[src/rtl/serial_adder_pkg.sv]
// Shared constants for the bit-serial adder: FSM state encoding and default width.
package serial_adder_pkg;

    // Default operand/result width in bits.
    localparam int WIDTH_DEFAULT = 8;

    // FSM state encoding.
    typedef logic [1:0] state_t;

    localparam logic [1:0] ST_IDLE = 2'd0;
    localparam logic [1:0] ST_RUN  = 2'd1;
    localparam logic [1:0] ST_DONE = 2'd2;

endpackage : serial_adder_pkg

[src/rtl/serial_adder_fulladder.sv]
// Single-bit full adder used as the per-bit arithmetic slice of the serial adder.
module fulladder (
    input  logic a,
    input  logic b,
    input  logic c,
    output logic sum,
    output logic carry
);

    assign sum   = a ^ b ^ c;
    assign carry = (a & b) | (a & c) | (b & c);

endmodule : fulladder

[src/rtl/serial_adder.sv]
// Bit-serial adder/subtractor: one bit per clock, LSB first, through a single
// full adder. The result registers are loaded on the last RUN edge and hold
// until the next operation completes.
module serial_adder
    import serial_adder_pkg::*;
#(
    parameter int WIDTH = WIDTH_DEFAULT
) (
    input  logic             clk,
    input  logic             rst_n,
    input  logic             start,
    input  logic             sub,
    input  logic [WIDTH-1:0] a,
    input  logic [WIDTH-1:0] b,
    input  logic             cin,
    output logic             busy,
    output logic             done,
    output logic [WIDTH-1:0] sum,
    output logic             cout,
    output logic             ovf
);

    localparam int               CNT_W    = (WIDTH > 1) ? $clog2(WIDTH) : 1;
    localparam logic [CNT_W-1:0] CNT_LAST = CNT_W'(WIDTH - 1);

    state_t             state_q,  state_d;
    logic [CNT_W-1:0]   cnt_q,    cnt_d;
    logic [WIDTH-1:0]   a_sh_q,   a_sh_d;
    logic [WIDTH-1:0]   b_sh_q,   b_sh_d;
    logic [WIDTH-1:0]   res_sh_q, res_sh_d;
    logic               carry_q,  carry_d;
    logic [WIDTH-1:0]   sum_q,    sum_d;
    logic               cout_q,   cout_d;
    logic               ovf_q,    ovf_d;

    logic               fa_sum;
    logic               fa_carry;
    logic               load_op;

    // The one and only arithmetic slice: current LSBs plus the running carry.
    fulladder u_fa (
        .a     (a_sh_q[0]),
        .b     (b_sh_q[0]),
        .c     (carry_q),
        .sum   (fa_sum),
        .carry (fa_carry)
    );

    // A new operation is accepted only while idle or in the done cycle.
    assign load_op = start && ((state_q == ST_IDLE) || (state_q == ST_DONE));

    // Next-state, datapath shifting and result capture.
    always_comb begin
        state_d  = state_q;
        cnt_d    = cnt_q;
        a_sh_d   = a_sh_q;
        b_sh_d   = b_sh_q;
        res_sh_d = res_sh_q;
        carry_d  = carry_q;
        sum_d    = sum_q;
        cout_d   = cout_q;
        ovf_d    = ovf_q;

        case (state_q)
            ST_IDLE: begin
                state_d = ST_IDLE;
            end
            ST_RUN: begin
                // Shift operands right; the new result bit enters at the MSB so
                // that after WIDTH steps the first bit computed sits at bit 0.
                a_sh_d   = a_sh_q >> 1;
                b_sh_d   = b_sh_q >> 1;
                carry_d  = fa_carry;
                res_sh_d = {fa_sum, res_sh_q[WIDTH-1:1]};
                if (cnt_q == CNT_LAST) begin
                    state_d = ST_DONE;
                    sum_d   = {fa_sum, res_sh_q[WIDTH-1:1]};
                    cout_d  = fa_carry;
                    // carry_q here is the carry into the MSB.
                    ovf_d   = carry_q ^ fa_carry;
                end else begin
                    cnt_d = cnt_q + 1'b1;
                end
            end
            ST_DONE: begin
                state_d = ST_IDLE;
            end
            default: begin
                state_d = ST_IDLE;
            end
        endcase

        // Accepting a new operation overrides the idle/done defaults above.
        // Subtraction is a + ~b + 1, so invert b and force the carry-in.
        if (load_op) begin
            state_d  = ST_RUN;
            cnt_d    = '0;
            a_sh_d   = a;
            b_sh_d   = sub ? ~b : b;
            carry_d  = sub ? 1'b1 : cin;
            res_sh_d = '0;
        end
    end

    // State and datapath registers; reset clears everything and abandons any op.
    always_ff @(posedge clk or negedge rst_n) begin
        if (!rst_n) begin
            state_q  <= ST_IDLE;
            cnt_q    <= '0;
            a_sh_q   <= '0;
            b_sh_q   <= '0;
            res_sh_q <= '0;
            carry_q  <= 1'b0;
            sum_q    <= '0;
            cout_q   <= 1'b0;
            ovf_q    <= 1'b0;
        end else begin
            state_q  <= state_d;
            cnt_q    <= cnt_d;
            a_sh_q   <= a_sh_d;
            b_sh_q   <= b_sh_d;
            res_sh_q <= res_sh_d;
            carry_q  <= carry_d;
            sum_q    <= sum_d;
            cout_q   <= cout_d;
            ovf_q    <= ovf_d;
        end
    end

    assign busy = (state_q == ST_RUN);
    assign done = (state_q == ST_DONE);
    assign sum  = sum_q;
    assign cout = cout_q;
    assign ovf  = ovf_q;

endmodule : serial_adder

[config.mk]
export PLATFORM = sky130hd
export DESIGN_NAME = serial_adder
export DESIGN_NICKNAME = d
export VERILOG_FILES = /design/src/rtl/serial_adder_pkg.sv /design/src/rtl/serial_adder_fulladder.sv /design/src/rtl/serial_adder.sv
export SDC_FILE = /design/constraint.sdc
export NUM_CORES = 1
export LEC_CHECK = 0
export BUFFER_PORTS_ARGS = -buffer_cell sky130_fd_sc_hd__buf_4
export CORE_ASPECT_RATIO = 0.9
export CORE_MARGIN = 1
export CORE_UTILIZATION = 45
export DETAILED_ROUTE_END_ITERATION = 7
export HOLD_SLACK_MARGIN = 0.06
export MAX_ROUTING_LAYER = met4
export PLACE_DENSITY_LB_ADDON = 0.1
export SYNTH_ARGS = -nofsm -noshare
export SYNTH_HDL_FRONTEND = slang
export SYNTH_SLANG_ARGS = --single-unit
export TNS_END_PERCENT = 20
[constraint.sdc]
create_clock -name clk -period 2 [get_ports clk]
set_clock_uncertainty 0.15 [all_clocks]
set_input_delay 0.2 -clock clk [delete_from_list [all_inputs] [get_ports clk]]
set_output_delay 0.2 -clock clk [all_outputs]
set_load 0.02 [all_outputs]
==> metrics.md <==
| Metric | Value |
|---|---|
| ANT nets after route | `0` |
| DRT Pass-1 Iters | `4` |
| WP depth | `5` |
| Final WL | `roughly 3.3 mm` |
| FMAX | `0.564 GHz` |
| Aggregate global routing overflow | `0` |
| Standard-cell row count | `20` |
| Initial antenna violation count | `0` |
| Setup crit start kind | `flip-flop` |
| Postcts setup bufs | `0` |
| Worst Max-Slew Pin Slew | `486 ps` |
| Full die area | `4030 um^2` |
| Clk_lat worst skew | `290 ps` |
| PD cells | `approximately 1500 nW/um^2` |
| Initial Utilization | `48.6%` |
| Period minus WS final | `1770 ps` |
| First-pass GRT wire length | `5.47 mm` |
| Die H | `60.3 um` |
| Clk network pwr share | `22.3%` |
| Syn_nets | `160` |
| Outcome | `complete, no violations` |
| Top-area cell type share of the netlist area | `57.4%` |
| Final Slew Violations | `0` |
| FF-to-FF setup slack | `approximately 230 ps` |
| Most common cell on crit path | `ha_1` |
| Port bufs | `32` |
| Final RePlAce weighted congestion | `0.760` |
| Setup crit end kind | `flip-flop` |
| Layout cells sized above 1 | `29.8%` |
| RSZ-0062 raised after global routing | `false` |
| Syn Area/Cell | `12.5 um^2` |
| Root Buffer | `clkbuf_8` |
| Yosys reg bits | `39` |
| Period Utilization, post-route | `88.7%` |
| Worst vdd ir | `0.000697 V` |
| Synthesized instance count | `136` |
| Post-synth EDFFs | `0` |
| Crit path to | `cnt_q[0]$_DFFE_PN0P_` |
| Pleak | `1.11 nW` |
| Switching part of the total | `33.2%` |
| Vias in the first global route | `1211` |
| Sequential power share | `39.5%` |
| Count of cell types in the netlist | `25` |
| Mapped Area | `1700 um^2` |
| Family with the most delay on the worst path | `simple AND/OR/NAND/NOR gates` |
| Post-DP HPWL | `~2.1 mm` |
| Reg2reg start | `cnt_q[0]$_DFFE_PN0P_` |
| Internal power | `0.00229 W` |
| Initial DRC Count | `57` |
| Main synth FF type | `dfrtp_1` |
| Sink Count | `39` |
| # diodes | `0` |
| Die width | `~67 um` |
| Vias per cell | `approximately 5.2` |
| Final Power | `0.00343 W` |
| Via count | `1175` |
| Placed insts | `206` |
| Layout area overhead | `30.0%` |
| Largest net degree at the start of global routing | `40` |
| Crit Reg-Reg Endpoint | `cnt_q[0]$_DFFE_PN0P_` |
| Max FO, Critical Path | `7` |
| R2r worst-path depth | `5` |
| GR Util All Layers | `19.8%` |
| Clock slew at reported path FFs | `80 ps` |
| Top-level port count | `33` |
| CP max-delay cell | `or3b_1` |
| Sequence of cells on the critical path | `ha_1 > ha_1 > or3b_1 > nand3_1 > o21ai_0` |
| Max_cap viols | `0` |
| Worst Hold Class | `in -> reg` |
| Fin Setup TNS | `0 ps` |
| H-tree depth | `2` |
| Wirelength per Cell | `14.6 um` |
| CORE AREA | `3500 um^2` |
| CTS tree | `built` |
| Crit path buffers/inverters | `0` |
| Largest cells by area after synthesis | `dfrtp_1 (57%), a22o_1 (6.7%), mux2_2 (6.0%), mux2i_1 (4.1%), xor2_1 (2.6%)` |
| Max_slew headroom | `67.6%` |
| Max Buffers Root-to-Sink | `2` |
| Critical Path RT | `2000 ps` |
| CTS Buf Count | `5` |
| Top cell type by total area after synthesis | `dfrtp_1` |
| Final hold vios | `0` |
| Net switching power | `0.00114 W` |
| CP max stage delay | `440 ps` |
| Post-route DRC | `0` |
| Kind of critical path | `reg -> reg` |
| Origin of the worst setup path | `cnt_q[0]$_DFFE_PN0P_` |
| Crit path DAT | `approximately 1800 ps` |
| Warnings, synthesis | `0` |
| Post-synth ARST share | `100%` |
| Seq/Total Area, Yosys | `57.4%` |
| Layout Cells excl Fill | `225` |
| Nets | `approximately 200` |
| Combinational power share | `38.2%` |
| Final setup fails | `0` |
==> power groups by stage <==
stage / Combinational [W] / Sequential, W / Clock (W)
after global routing: 0.00145 / 0.00140 / 0.000815
after floorplan: 0.000876 / 0.00141 / 0
after global placement: 0.00124 / 0.00134 / 0
after detailed placement: 0.00129 / 0.00137 / 0
final: 0.00131 / 0.00135 / 0.000763
after CTS: 0.00132 / 0.00135 / 0.000783
==> cell type report <==
class	count	area (um^2)
Fill cell	278	1290
Clock buffer	6	72.6
Inverter	3	11.3
Timing Repair Buffer	47	380
Clock inverter	2	60.1
Multi-Input combinational cell	84	657
Tap cell	44	55.1
Sequential cell	39	976
==> worst min path at each step <==
stage          startpoint                 endpoint  cells after the start
2_1_floorplan       rst_n    a_sh_q[0]$_DFFE_PN0P_                      0
3_3_place_gp        rst_n  res_sh_q[5]$_DFFE_PN0P_                      1
3_5_place_dp        rst_n       sum[5]$_DFFE_PN0P_                      1
4_1_cts              b[2]    b_sh_q[2]$_DFFE_PN0P_                      4
5_1_grt              a[5]    a_sh_q[5]$_DFFE_PN0P_                      3
6_report             a[5]    a_sh_q[5]$_DFFE_PN0P_                      3
==> synth_stat cells (all sizes together) (3+ instances only) <==
master / number
o21ai: 11
inv: 3
buf: 7
a21o: 4
a221o: 4
nor2: 6
mux2: 9
mux2i: 7
xor2: 5
xnor2: 4
nand3: 3
a22o: 13
nor2b: 3
clkbuf: 3
nand2: 9
dfrtp: 39
==> layout by cell type, fill, tap and decap left out <==
cell / Yosys / routed
nor2_1: 5 / 5
nand2b_1: 1 / 1
xnor2_1: 4 / 4
ha_1: 2 / 2
nor2b_2: 0 / 1
nor2_4: 1 / 1
xor2_1: 5 / 5
a21o_1: 4 / 4
a221o_1: 4 / 4
bufinv_16: 0 / 2
a22o_1: 13 / 13
nand3_1: 3 / 3
mux2i_1: 7 / 7
clkbuf_8: 0 / 5
nand3b_1: 1 / 1
clkbuf_1: 3 / 1
fa_1: 1 / 1
or3b_1: 1 / 1
dfrtp_1: 39 / 39
nor2b_1: 3 / 2
o21ai_0: 4 / 4
dlygate4sd3_1: 0 / 11
mux2_2: 9 / 9
o21ai_1: 7 / 7
nand2_1: 9 / 9
buf_4: 3 / 36
inv_1: 3 / 3
==> layer usage <==
| metal | vias to the layer above | part of all wire [%] | GRT usage [%] |
|---|---|---|---|
| met5 | - | 0 | - |
| met4 | 0 | 2.3 | 11.9 |
| met3 | 6 | 3.7 | 5.08 |
| met2 | 29 | 47 | 30.2 |
| met1 | 579 | 47 | 23.9 |
| li1 | 561 | - | - |
==> per-stage QoR <==
stage | cell area, um^2 | hold WS (ps) | util [%] | worst slack [ps]
5_1_grt | 2210 | 78.7 | 63.1 | 179
3_5_place_dp | 1970 | 48.5 | 56.2 | 273
3_3_place_gp | 1970 | 37.3 | 56.2 | 358
6_report | 2210 | 72.7 | 63.1 | 226
4_1_cts | 2210 | 62.5 | 63.1 | 259
2_1_floorplan | 1700 | -246 | - | 322
==> tightest hold or removal path: stages <==
cell	delay, ps
buf_4	80
a22o_1	120
a21o_1	90
==> what timing repair did <==
action,CTS,global route
hold buffers,11,0
hold endpoints to repair,49,0
gates resized for setup,0,0
==> logic make-up (layout without fill, tap and decap cells) <==
kind of cell	after synthesis	in the layout	synth area share, %
AOI/OAI and AO/OA	32	32	14.0
xor gates and xnor gates	9	9	4.63
adders and majority gates	3	3	2.65
buffers and inverters	13	58	4.19
DFF	39	39	57.4
muxes	16	16	10.1
and+or+nand+nor	24	24	7.06
==> state kept, by name, summed over array words and instances, names as in the netlist <==
name and flops:
state_q 2, b_sh_q 8, a_sh_q 8, cout 1, ovf 1, sum 8, carry_q 1, res_sh_q 7
cnt_q 3
Power figures use the tool's default switching activity.
